`src/rtl/imem_pkg.sv`:
```
// ----------------------------------------------------------------------------
// imem_pkg
// Shared definitions for the instruction-memory load controller:
//   imem_ld_state_t  controller state encoding (BOOT, LOAD, FLUSH, CLEAR, RUN)
//   RV_NOP           RISC-V canonical NOP (addi x0, x0, 0) used to fill unloaded words
//   IMEM_DEPTH       default number of 32-bit words in the instruction RAM
// ----------------------------------------------------------------------------
package imem_pkg;

    typedef enum logic [2:0] {
        BOOT  = 3'd0,
        LOAD  = 3'd1,
        FLUSH = 3'd2,
        CLEAR = 3'd3,
        RUN   = 3'd4
    } imem_ld_state_t;

    localparam logic [31:0] RV_NOP     = 32'h0000_0013;
    localparam int          IMEM_DEPTH = 32;

endpackage : imem_pkg

```
`src/rtl/imem_load_ctrl.sv`:
```
// ----------------------------------------------------------------------------
// imem_load_ctrl
// Sequences a writable instruction RAM between a program loader and the core's
// fetch port. While a program is streamed in, the core is held in reset; once
// the final word has been written the core is released to fetch from word 0.
//
// Optional feature: define IMEM_CLEAR_EN to fill every word beyond the loaded
// program with NOPs before the core is released.
//
// Ports
//   clk          single clock, all state on the rising edge
//   reset_n      asynchronous active-low reset
//   load_start   pulse: begin a new program load (honoured in BOOT and RUN)
//   ld_valid     loader word valid
//   ld_data      loader instruction word
//   ld_last      marks ld_data as the final word of the program
//   ld_ready     controller accepts a word this cycle
//   mem_we       RAM write enable (registered)
//   mem_waddr    RAM word write address (registered)
//   mem_wdata    RAM write data (registered)
//   cpu_addr     core fetch byte address (PC)
//   mem_raddr    RAM word read address, cpu_addr[AW+1:2]
//   cpu_rst_n    core reset, low while not in RUN
//   fetch_err    RUN only: misaligned or out-of-range fetch address
//   load_cnt     words written by the last/current load
// ----------------------------------------------------------------------------
module imem_load_ctrl
    import imem_pkg::*;
#(
    parameter  int DEPTH = IMEM_DEPTH,
    localparam int AW    = $clog2(DEPTH)
) (
    input  logic          clk,
    input  logic          reset_n,
    input  logic          load_start,
    input  logic          ld_valid,
    input  logic [31:0]   ld_data,
    input  logic          ld_last,
    output logic          ld_ready,
    output logic          mem_we,
    output logic [AW-1:0] mem_waddr,
    output logic [31:0]   mem_wdata,
    input  logic [31:0]   cpu_addr,
    output logic [AW-1:0] mem_raddr,
    output logic          cpu_rst_n,
    output logic          fetch_err,
    output logic [AW:0]   load_cnt
);

    localparam logic [2:0]  ST_BOOT    = BOOT;
    localparam logic [2:0]  ST_LOAD    = LOAD;
    localparam logic [2:0]  ST_FLUSH   = FLUSH;
    localparam logic [2:0]  ST_RUN     = RUN;
`ifdef IMEM_CLEAR_EN
    localparam logic [2:0]  ST_CLEAR   = CLEAR;
    localparam logic [AW:0] WPTR_FULL  = (AW+1)'(DEPTH);
`endif
    localparam logic [AW:0] WPTR_LAST  = (AW+1)'(DEPTH - 1);
    localparam logic [31:0] ADDR_LIMIT = 32'(4 * DEPTH);

    logic [2:0]    state_q, state_d;
    logic [AW:0]   wptr_q, wptr_d;          // next word address to be written
    logic [AW:0]   load_cnt_q, load_cnt_d;
    logic          we_q, we_d;
    logic [AW-1:0] waddr_q, waddr_d;
    logic [31:0]   wdata_q, wdata_d;
    logic          cpu_rst_n_q;
    logic          accept;
    logic          clr_issue;               // issue one NOP fill write this cycle

    assign ld_ready = (state_q == ST_LOAD);
    assign accept   = ld_ready && ld_valid;

    // NOTE: every combinational output gets a default before the case so that
    // no path leaves it unassigned, which would otherwise infer a latch.
    always_comb begin
        state_d    = state_q;
        wptr_d     = wptr_q;
        load_cnt_d = load_cnt_q;
        clr_issue  = 1'b0;
        case (state_q)
            ST_BOOT, ST_RUN: begin
                if (load_start) begin
                    state_d    = ST_LOAD;
                    wptr_d     = '0;
                    load_cnt_d = '0;
                end
            end
            ST_LOAD: begin
                if (accept) begin
                    wptr_d     = wptr_q + 1'b1;
                    load_cnt_d = load_cnt_q + 1'b1;
                    // RAM full also ends the load, which caps load_cnt at DEPTH.
                    if (ld_last || wptr_q == WPTR_LAST) begin
                        state_d = ST_FLUSH;
                    end
                end
            end
            ST_FLUSH: begin
                state_d = ST_RUN;
`ifdef IMEM_CLEAR_EN
                // The first fill write is issued from FLUSH so that the last
                // registered fill write retires inside CLEAR, never in RUN.
                if (load_cnt_q < WPTR_FULL) begin
                    state_d   = ST_CLEAR;
                    clr_issue = 1'b1;
                    wptr_d    = wptr_q + 1'b1;
                end
`endif
            end
`ifdef IMEM_CLEAR_EN
            ST_CLEAR: begin
                if (wptr_q == WPTR_FULL) begin
                    state_d = ST_RUN;
                end else begin
                    clr_issue = 1'b1;
                    wptr_d    = wptr_q + 1'b1;
                end
            end
`endif
            default: state_d = ST_BOOT;
        endcase
    end

    // Write port: one-cycle registered pipeline; address/data hold when idle.
    assign we_d    = accept || clr_issue;
    assign waddr_d = we_d ? wptr_q[AW-1:0] : waddr_q;
    assign wdata_d = accept ? ld_data : (clr_issue ? RV_NOP : wdata_q);

    // NOTE: sequential state uses non-blocking assignments so every register
    // samples the pre-edge values regardless of statement order.
    always_ff @(posedge clk or negedge reset_n) begin
        if (!reset_n) begin
            state_q     <= ST_BOOT;
            wptr_q      <= '0;
            load_cnt_q  <= '0;
            we_q        <= 1'b0;
            waddr_q     <= '0;
            wdata_q     <= '0;
            cpu_rst_n_q <= 1'b0;
        end else begin
            state_q     <= state_d;
            wptr_q      <= wptr_d;
            load_cnt_q  <= load_cnt_d;
            we_q        <= we_d;
            waddr_q     <= waddr_d;
            wdata_q     <= wdata_d;
            // Registered from next state: high exactly while state_q is RUN.
            cpu_rst_n_q <= (state_d == ST_RUN);
        end
    end

    assign mem_we    = we_q;
    assign mem_waddr = waddr_q;
    assign mem_wdata = wdata_q;
    assign cpu_rst_n = cpu_rst_n_q;
    assign load_cnt  = load_cnt_q;

    // Fetch side is purely combinational on the PC.
    assign mem_raddr = cpu_addr[AW+1:2];
    assign fetch_err = (state_q == ST_RUN) &&
                       ((cpu_addr[1:0] != 2'b00) || (cpu_addr >= ADDR_LIMIT));

endmodule : imem_load_ctrl

```
`config.mk`:
```
export PLATFORM = sky130hd
export DESIGN_NAME = imem_load_ctrl
export DESIGN_NICKNAME = d
export VERILOG_FILES = /design/src/rtl/imem_pkg.sv /design/src/rtl/imem_load_ctrl.sv
export SDC_FILE = /design/constraint.sdc
export NUM_CORES = 1
export LEC_CHECK = 0
export BUFFER_PORTS_ARGS = -buffer_cell sky130_fd_sc_hd__buf_2
export CORE_UTILIZATION = 40
export CTS_CLUSTER_DIAMETER = 100
export DETAILED_ROUTE_END_ITERATION = 16
export PLACE_DENSITY = 0.79
export SYNTH_ARGS = -nofsm -noshare
export SYNTH_HDL_FRONTEND = slang
export SYNTH_SLANG_ARGS = --single-unit
```
`constraint.sdc`:
```
create_clock -name clk -period 1.29 [get_ports clk]
set_input_delay 0.0645 -clock clk [delete_from_list [all_inputs] [get_ports clk]]
set_output_delay 0.0645 -clock clk [all_outputs]
set_load 0.02 [all_outputs]
```
After elaboration in Yosys (flattened, before gate mapping):

Index checks and enable logic that the tools add are counted.

* logic and storage cells: 35
* bits in registers: 54

* eq/ne operators: 7
* add/subtract/negate cells: 2
* mux-type cells: 9
* order comparisons: 1
* reduce and logical (&&, ||, !) cells: 9

Operator list (number)
* greater-or-equal comparator 32 x 8 -> 1 bit, second input constant: 1
* case mux 6 bit (2 select lines): 2
* two-way mux 6 bit: 3
* adder 6 x 1 -> 6 bit, second input constant: 2
* two-way mux 3 bit: 3
* case mux 3 bit (3 select lines): 1
* == test 3 bit, second input constant: 2
* == test 6 x 5 -> 1 bit, second input constant: 1
* nonzero test 2 bit: 2
* == test 3 x 1 -> 1 bit, second input constant: 1
* == test 3 x 2 -> 1 bit, second input constant: 1
* logical NOT 3 bit: 1
* AND reduction 3 bit: 1
* logical AND 1 bit: 2
* logical OR 1 bit: 2
* inequality test 2 x 1 -> 1 bit, second input constant: 1
* inequality test 2 bit, second input constant: 1
* OR reduction 2 bit: 1

Logic depth before layout (Yosys ltp):

* depth after elaboration: 6
* mapped depth: 6

Worst setup path before layout:

OpenSTA, ideal clock, no wires.

* kind: register -> register
* start: reg state_q[1]
* end: reg load_cnt_q[5], in the netlist load_cnt[5]
* library setup time: 0.141 ns
* period minus slack after synthesis: 1.401 ns
* required time: 1.149 ns
* setup slack: -0.111 ns
* arrival: 1.261 ns
* path buffers: 2
* stages on the path, launching flop included: 6
* cells stage by stage: dfrtp_1 > nand4bb_1 > buf_2 > buf_2 > o31ai_1 > a21oi_1

* longest elaborated chain between the ends: 4
* elaborated cells between the ends (all ways): 10
* those cells by class: eq/ne (4); mux (1); reduce/logical (5)

RTL lines
* from (decl): line imem_load_ctrl.sv:61 `logic [2:0] state_q, state_d;`
* from (signal assigned): line imem_load_ctrl.sv:142 `state_q <= state_d;`
* == test 3 bit, or another cell as far along: line imem_load_ctrl.sv:81 `case (state_q)`
* OR reduction 2 bit or logical AND 1 bit (tied branches): line imem_load_ctrl.sv:81, imem_load_ctrl.sv:72
* inequality test 2 bit (no source line), or another cell as far along
* AND reduction 3 bit (no source line)
* to (signal assigned): line imem_load_ctrl.sv:144 `load_cnt_q <= load_cnt_d;`
* to (decl): line imem_load_ctrl.sv:63 `logic [AW:0] load_cnt_q, load_cnt_d;`

Parallel ways exist; a longest one is shown, timed or not.
A chain may end at the register's enable or synchronous reset.

Worst setup path after layout:

* start: reg state_q[2]
* end: reg wptr_q[2]

* longest elaborated chain between the ends: 4
* elaborated cells between the ends (all ways): 10
* those cells by class: eq/ne (4); mux (1); reduce/logical (5)

RTL lines
* == test 3 bit, or another cell as far along: line imem_load_ctrl.sv:81
* OR reduction 2 bit or logical AND 1 bit (tied branches): line imem_load_ctrl.sv:81, imem_load_ctrl.sv:72
* inequality test 2 bit (no source line), or another cell as far along
* AND reduction 3 bit (no source line)
* to (signal assigned): line imem_load_ctrl.sv:143 `wptr_q <= wptr_d;`
* to (decl): line imem_load_ctrl.sv:62 `logic [AW:0] wptr_q, wptr_d;`

Parallel ways exist; a longest one is shown, timed or not.

==> key figures <==
Run
  • Max-cap viol count: 0

Floorplan
  • Die area: 5930 um2
  • Ports: 121
  • Starting Density: 0.427
  • Core area: 5270 um2
  • DIE HEIGHT: 77.0 um
  • Die Span X: 77.0 um
  • Row count: 26

Power
  • Lkg Pwr: 2.11 nW
  • Max IR drop VDD: 1.22 mV
  • Sequential power share: 0.346
  • Pwr per Cell Area: 2010 nW/um2
  • Net Switching: 3.17 mW
  • Combinational Power Share: 0.511
  • Pint: 4.67 mW
  • Total Power: 7.84 mW
  • Clock power frac: 0.143
  • Switching part of the total: 0.404

Outcome
  • Failing checks: negative setup slack
  • Status: finished with violations

CTS
  • Clock tree buffer depth: 2
  • Worst skew pair latency: 0.31 ns
  • CTS tree: done
  • CTS Buf Count: 5
  • Clk pin slew, worst setup/hold paths: 0.10 ns
  • Root Driver: clkbuf_8
  • H-Tree Level Count: 2
  • Clock Sinks: 54

Critical path
  • R2R Setup Slk: -0.16 ns
  • Slowest-stage cell, CP: dfrtp_1
  • CP Buf/Inv Count: 1
  • Worst path cell trace: nand4bb_4 -> buf_6 -> or3_1 -> a21oi_1
  • Critical path launch point type: register
  • CP peak stage delay: 0.40 ns
  • Crit end category: register
  • Required time worst endpoint: 1.52 ns
  • Critical path's top delay family: simple AND/OR/NAND/NOR gates
  • Critical Path AT: 1.68 ns
  • Critical path peak fanout: 12
  • Worst Setup Path Type: reg -> reg
  • Crit Reg-Reg Endpoint: wptr_q[2]
  • Worst Reg2Reg Path Length in Cells: 4
  • Crit Reg-Reg Startpoint: state_q[2]

Route
  • DR vias: 2,311
  • DRT Pass-1 Iters: 4
  • DRT iter0 DRCs: 110
  • WL/cell: 13.8 um
  • Antenna-violating nets left: 0
  • Routed WL: 6690 um
  • Vias/cell: 4.78
  • Residual DRC: 0

Finish
  • Antenna cells: 0
  • Most used cells in the layout excluding fill and tap cells: buf_2, nand2_1, dfrtp_1
  • Share of layout cells above drive strength 1: 0.501
  • Fin nets: 483
  • Layout area overhead: 73.4%
  • Filler cells: 393
  • Finished Layout Cells: 483
  • Most common cell after layout, fill and taps aside: buf_2

Timing
  • Hold Violations, Final: 0
  • Max-slew violations: 0
  • Slew HR: 0.807
  • Hold WS: 0.00607 ns
  • Fin crit period: 1.45 ns
  • Worst Skew: 0.00820 ns
  • Fin crit share: 1.12
  • Max Fclk: 691 MHz
  • Setup ws final: -0.156 ns
  • RSZ-0062 raised after global routing: yes
  • Slew @ Worst Pin: 0.290 ns
  • Final setup viols: 45

Yosys
  • Area of the mapped netlist: 2250 um2
  • Average size of a mapped cell: 9.23 um2
  • Ys Warns: 0
  • Post-Syn Instances: 244
  • Register bit total from synthesis: 54
  • Register area share after synthesis: 0.600
  • Yosys cell types: 28
  • Post-Syn Nets: 315

Worst hold path
  • Worst min path class: in -> reg
  • Hold path depth: 3
  • Worst Hold End: state_q[1]
  • HP Start: ld_last

Global routing
  • GRT Overall Usage: 0.212
  • First-pass GRT wire length: 10,100 um
  • Largest net degree at the start of global routing: 55
  • GRT overflow: 0
  • Initial antenna violation count: 0
  • Number of global-route vias before repair: 2,262

Placed design
  • Pre-CTS setup slack: -0.142 ns
  • Post-DP HPWL: 3760 um
  • Number of I/O port buffers: 110
  • GP Congestion: 0.708
  • DP Cell Count: 426
## flip-flops by register name (all words and copies together) (netlist names)
name	flops
mem_we	1
mem_wdata	32
cpu_rst_n	1
load_cnt	6
mem_waddr	5
wptr_q	6
state_q	3
## synthesized netlist by cell type
| library cell | count | area share |
|---|---|---|
| nor2_1 | 6 | 0.010 |
| nor3_1 | 2 | 0.0044 |
| buf_2 | 6 | 0.013 |
| nor2b_1 | 1 | 0.0028 |
| a21oi_1 | 6 | 0.013 |
| nand4bb_1 | 1 | 0.0050 |
| clkbuf_1 | 3 | 0.0050 |
| or4_1 | 1 | 0.0033 |
| mux2i_1 | 3 | 0.013 |
| o211a_1 | 1 | 0.0044 |
| nor3b_1 | 1 | 0.0033 |
| nand3_1 | 6 | 0.013 |
| dfrtp_1 | 54 | 0.60 |
| nor3b_2 | 1 | 0.0056 |
| nand2_1 | 115 | 0.19 |
| o31ai_1 | 1 | 0.0033 |
| nor4_1 | 6 | 0.017 |
| a41oi_1 | 1 | 0.0039 |
| o22a_1 | 1 | 0.0039 |
| a22o_1 | 2 | 0.0078 |
| nand4_1 | 2 | 0.0056 |
| inv_1 | 2 | 0.0033 |
| clkinv_1 | 1 | 0.0017 |
| or3b_2 | 1 | 0.0039 |
| buf_4 | 6 | 0.020 |
| o21ai_0 | 7 | 0.016 |
| ha_1 | 2 | 0.011 |
| or3_1 | 5 | 0.014 |
## worst reg2reg max path, delay by kind of cell (launching register included)
| kind | cells | cell delay (ns) |
|---|---|---|
| AO/OA/AOI/OAI | 1 | 0.15 |
| buffers and inverters | 1 | 0.20 |
| flip-flops | 1 | 0.40 |
| AND/OR/NAND/NOR | 2 | 0.63 |
## stage by stage
stage	util	TNS (ns)	cell area, um2
2_1_floorplan	-	-0.449	2260
3_3_place_gp	0.562	-0.449	2960
3_5_place_dp	0.562	-0.988	2960
4_1_cts	0.664	-1.80	3500
5_1_grt	0.741	-5.08	3900
6_report	0.741	-3.12	3900
## worst max path at each step
stage	start	end	slack [ns]	cells past startpoint
after floorplan	state_q[1]	load_cnt[5]	-0.06	5
after CTS	state_q[1]	load_cnt[3]	-0.09	4
after global placement	state_q[1]	load_cnt[2]	-0.11	4
after global routing	state_q[2]	wptr_q[2]	-0.21	4
final	state_q[2]	wptr_q[2]	-0.16	4
after detailed placement	state_q[1]	load_cnt[3]	-0.14	4
## routing by layer
metal	GRT usage	vias up	routed length (um)
met5	0	-	0
met4	0.0585	0	116
met3	0.0500	11	343
met2	0.401	76	3660
met1	0.234	1101	2570
li1	-	1123	-
## power by group through the flow
| stage | Sequential (mW) | Combinational [mW] | Clock [mW] |
|---|---|---|---|
| after floorplan | 3.40 | 1.03 | 0 |
| after global placement | 2.68 | 2.84 | 0 |
| after detailed placement | 2.69 | 2.94 | 0 |
| after CTS | 2.68 | 3.21 | 1.15 |
| after global routing | 2.80 | 4.31 | 1.22 |
| final | 2.71 | 4.00 | 1.12 |
## final cells by class
cell class | count | area (um2) | area share
Inverter | 3 | 15.0 | 0.00385
Clock buffer | 5 | 68.8 | 0.0176
Timing Repair Buffer | 176 | 1300 | 0.334
Clock inverter | 3 | 40.0 | 0.0103
Tap cell | 70 | 87.6 | 0.0224
Sequential cell | 54 | 1350 | 0.347
Multi-Input combinational cell | 172 | 1030 | 0.265
## kinds of logic (layout without fill, tap and decap cells)
group                    after synthesis  after routing  share of synthesized area
AO/OA/AOI/OAI                         19             19                     0.0523
multiplexers                           3              3                     0.0133
adder cells (fa/ha/maj)                2              2                     0.0111
buffers and inverters                 18            187                     0.0434
flip-flops                            54             54                      0.600
AND/OR/NAND/NOR                      148            148                      0.280
## repair_timing
item | 4_1_cts | 5_1_grt
hold endpoints to repair | 86 | 0
endpoints found under the setup margin | 37 | 52
setup buffers | 3 | 9
resized for setup | 18 | 68
cloned | 0 | 5
hold buffers | 33 | 0
pin swaps | 2 | 39
(Power assumes the default switching activity.)
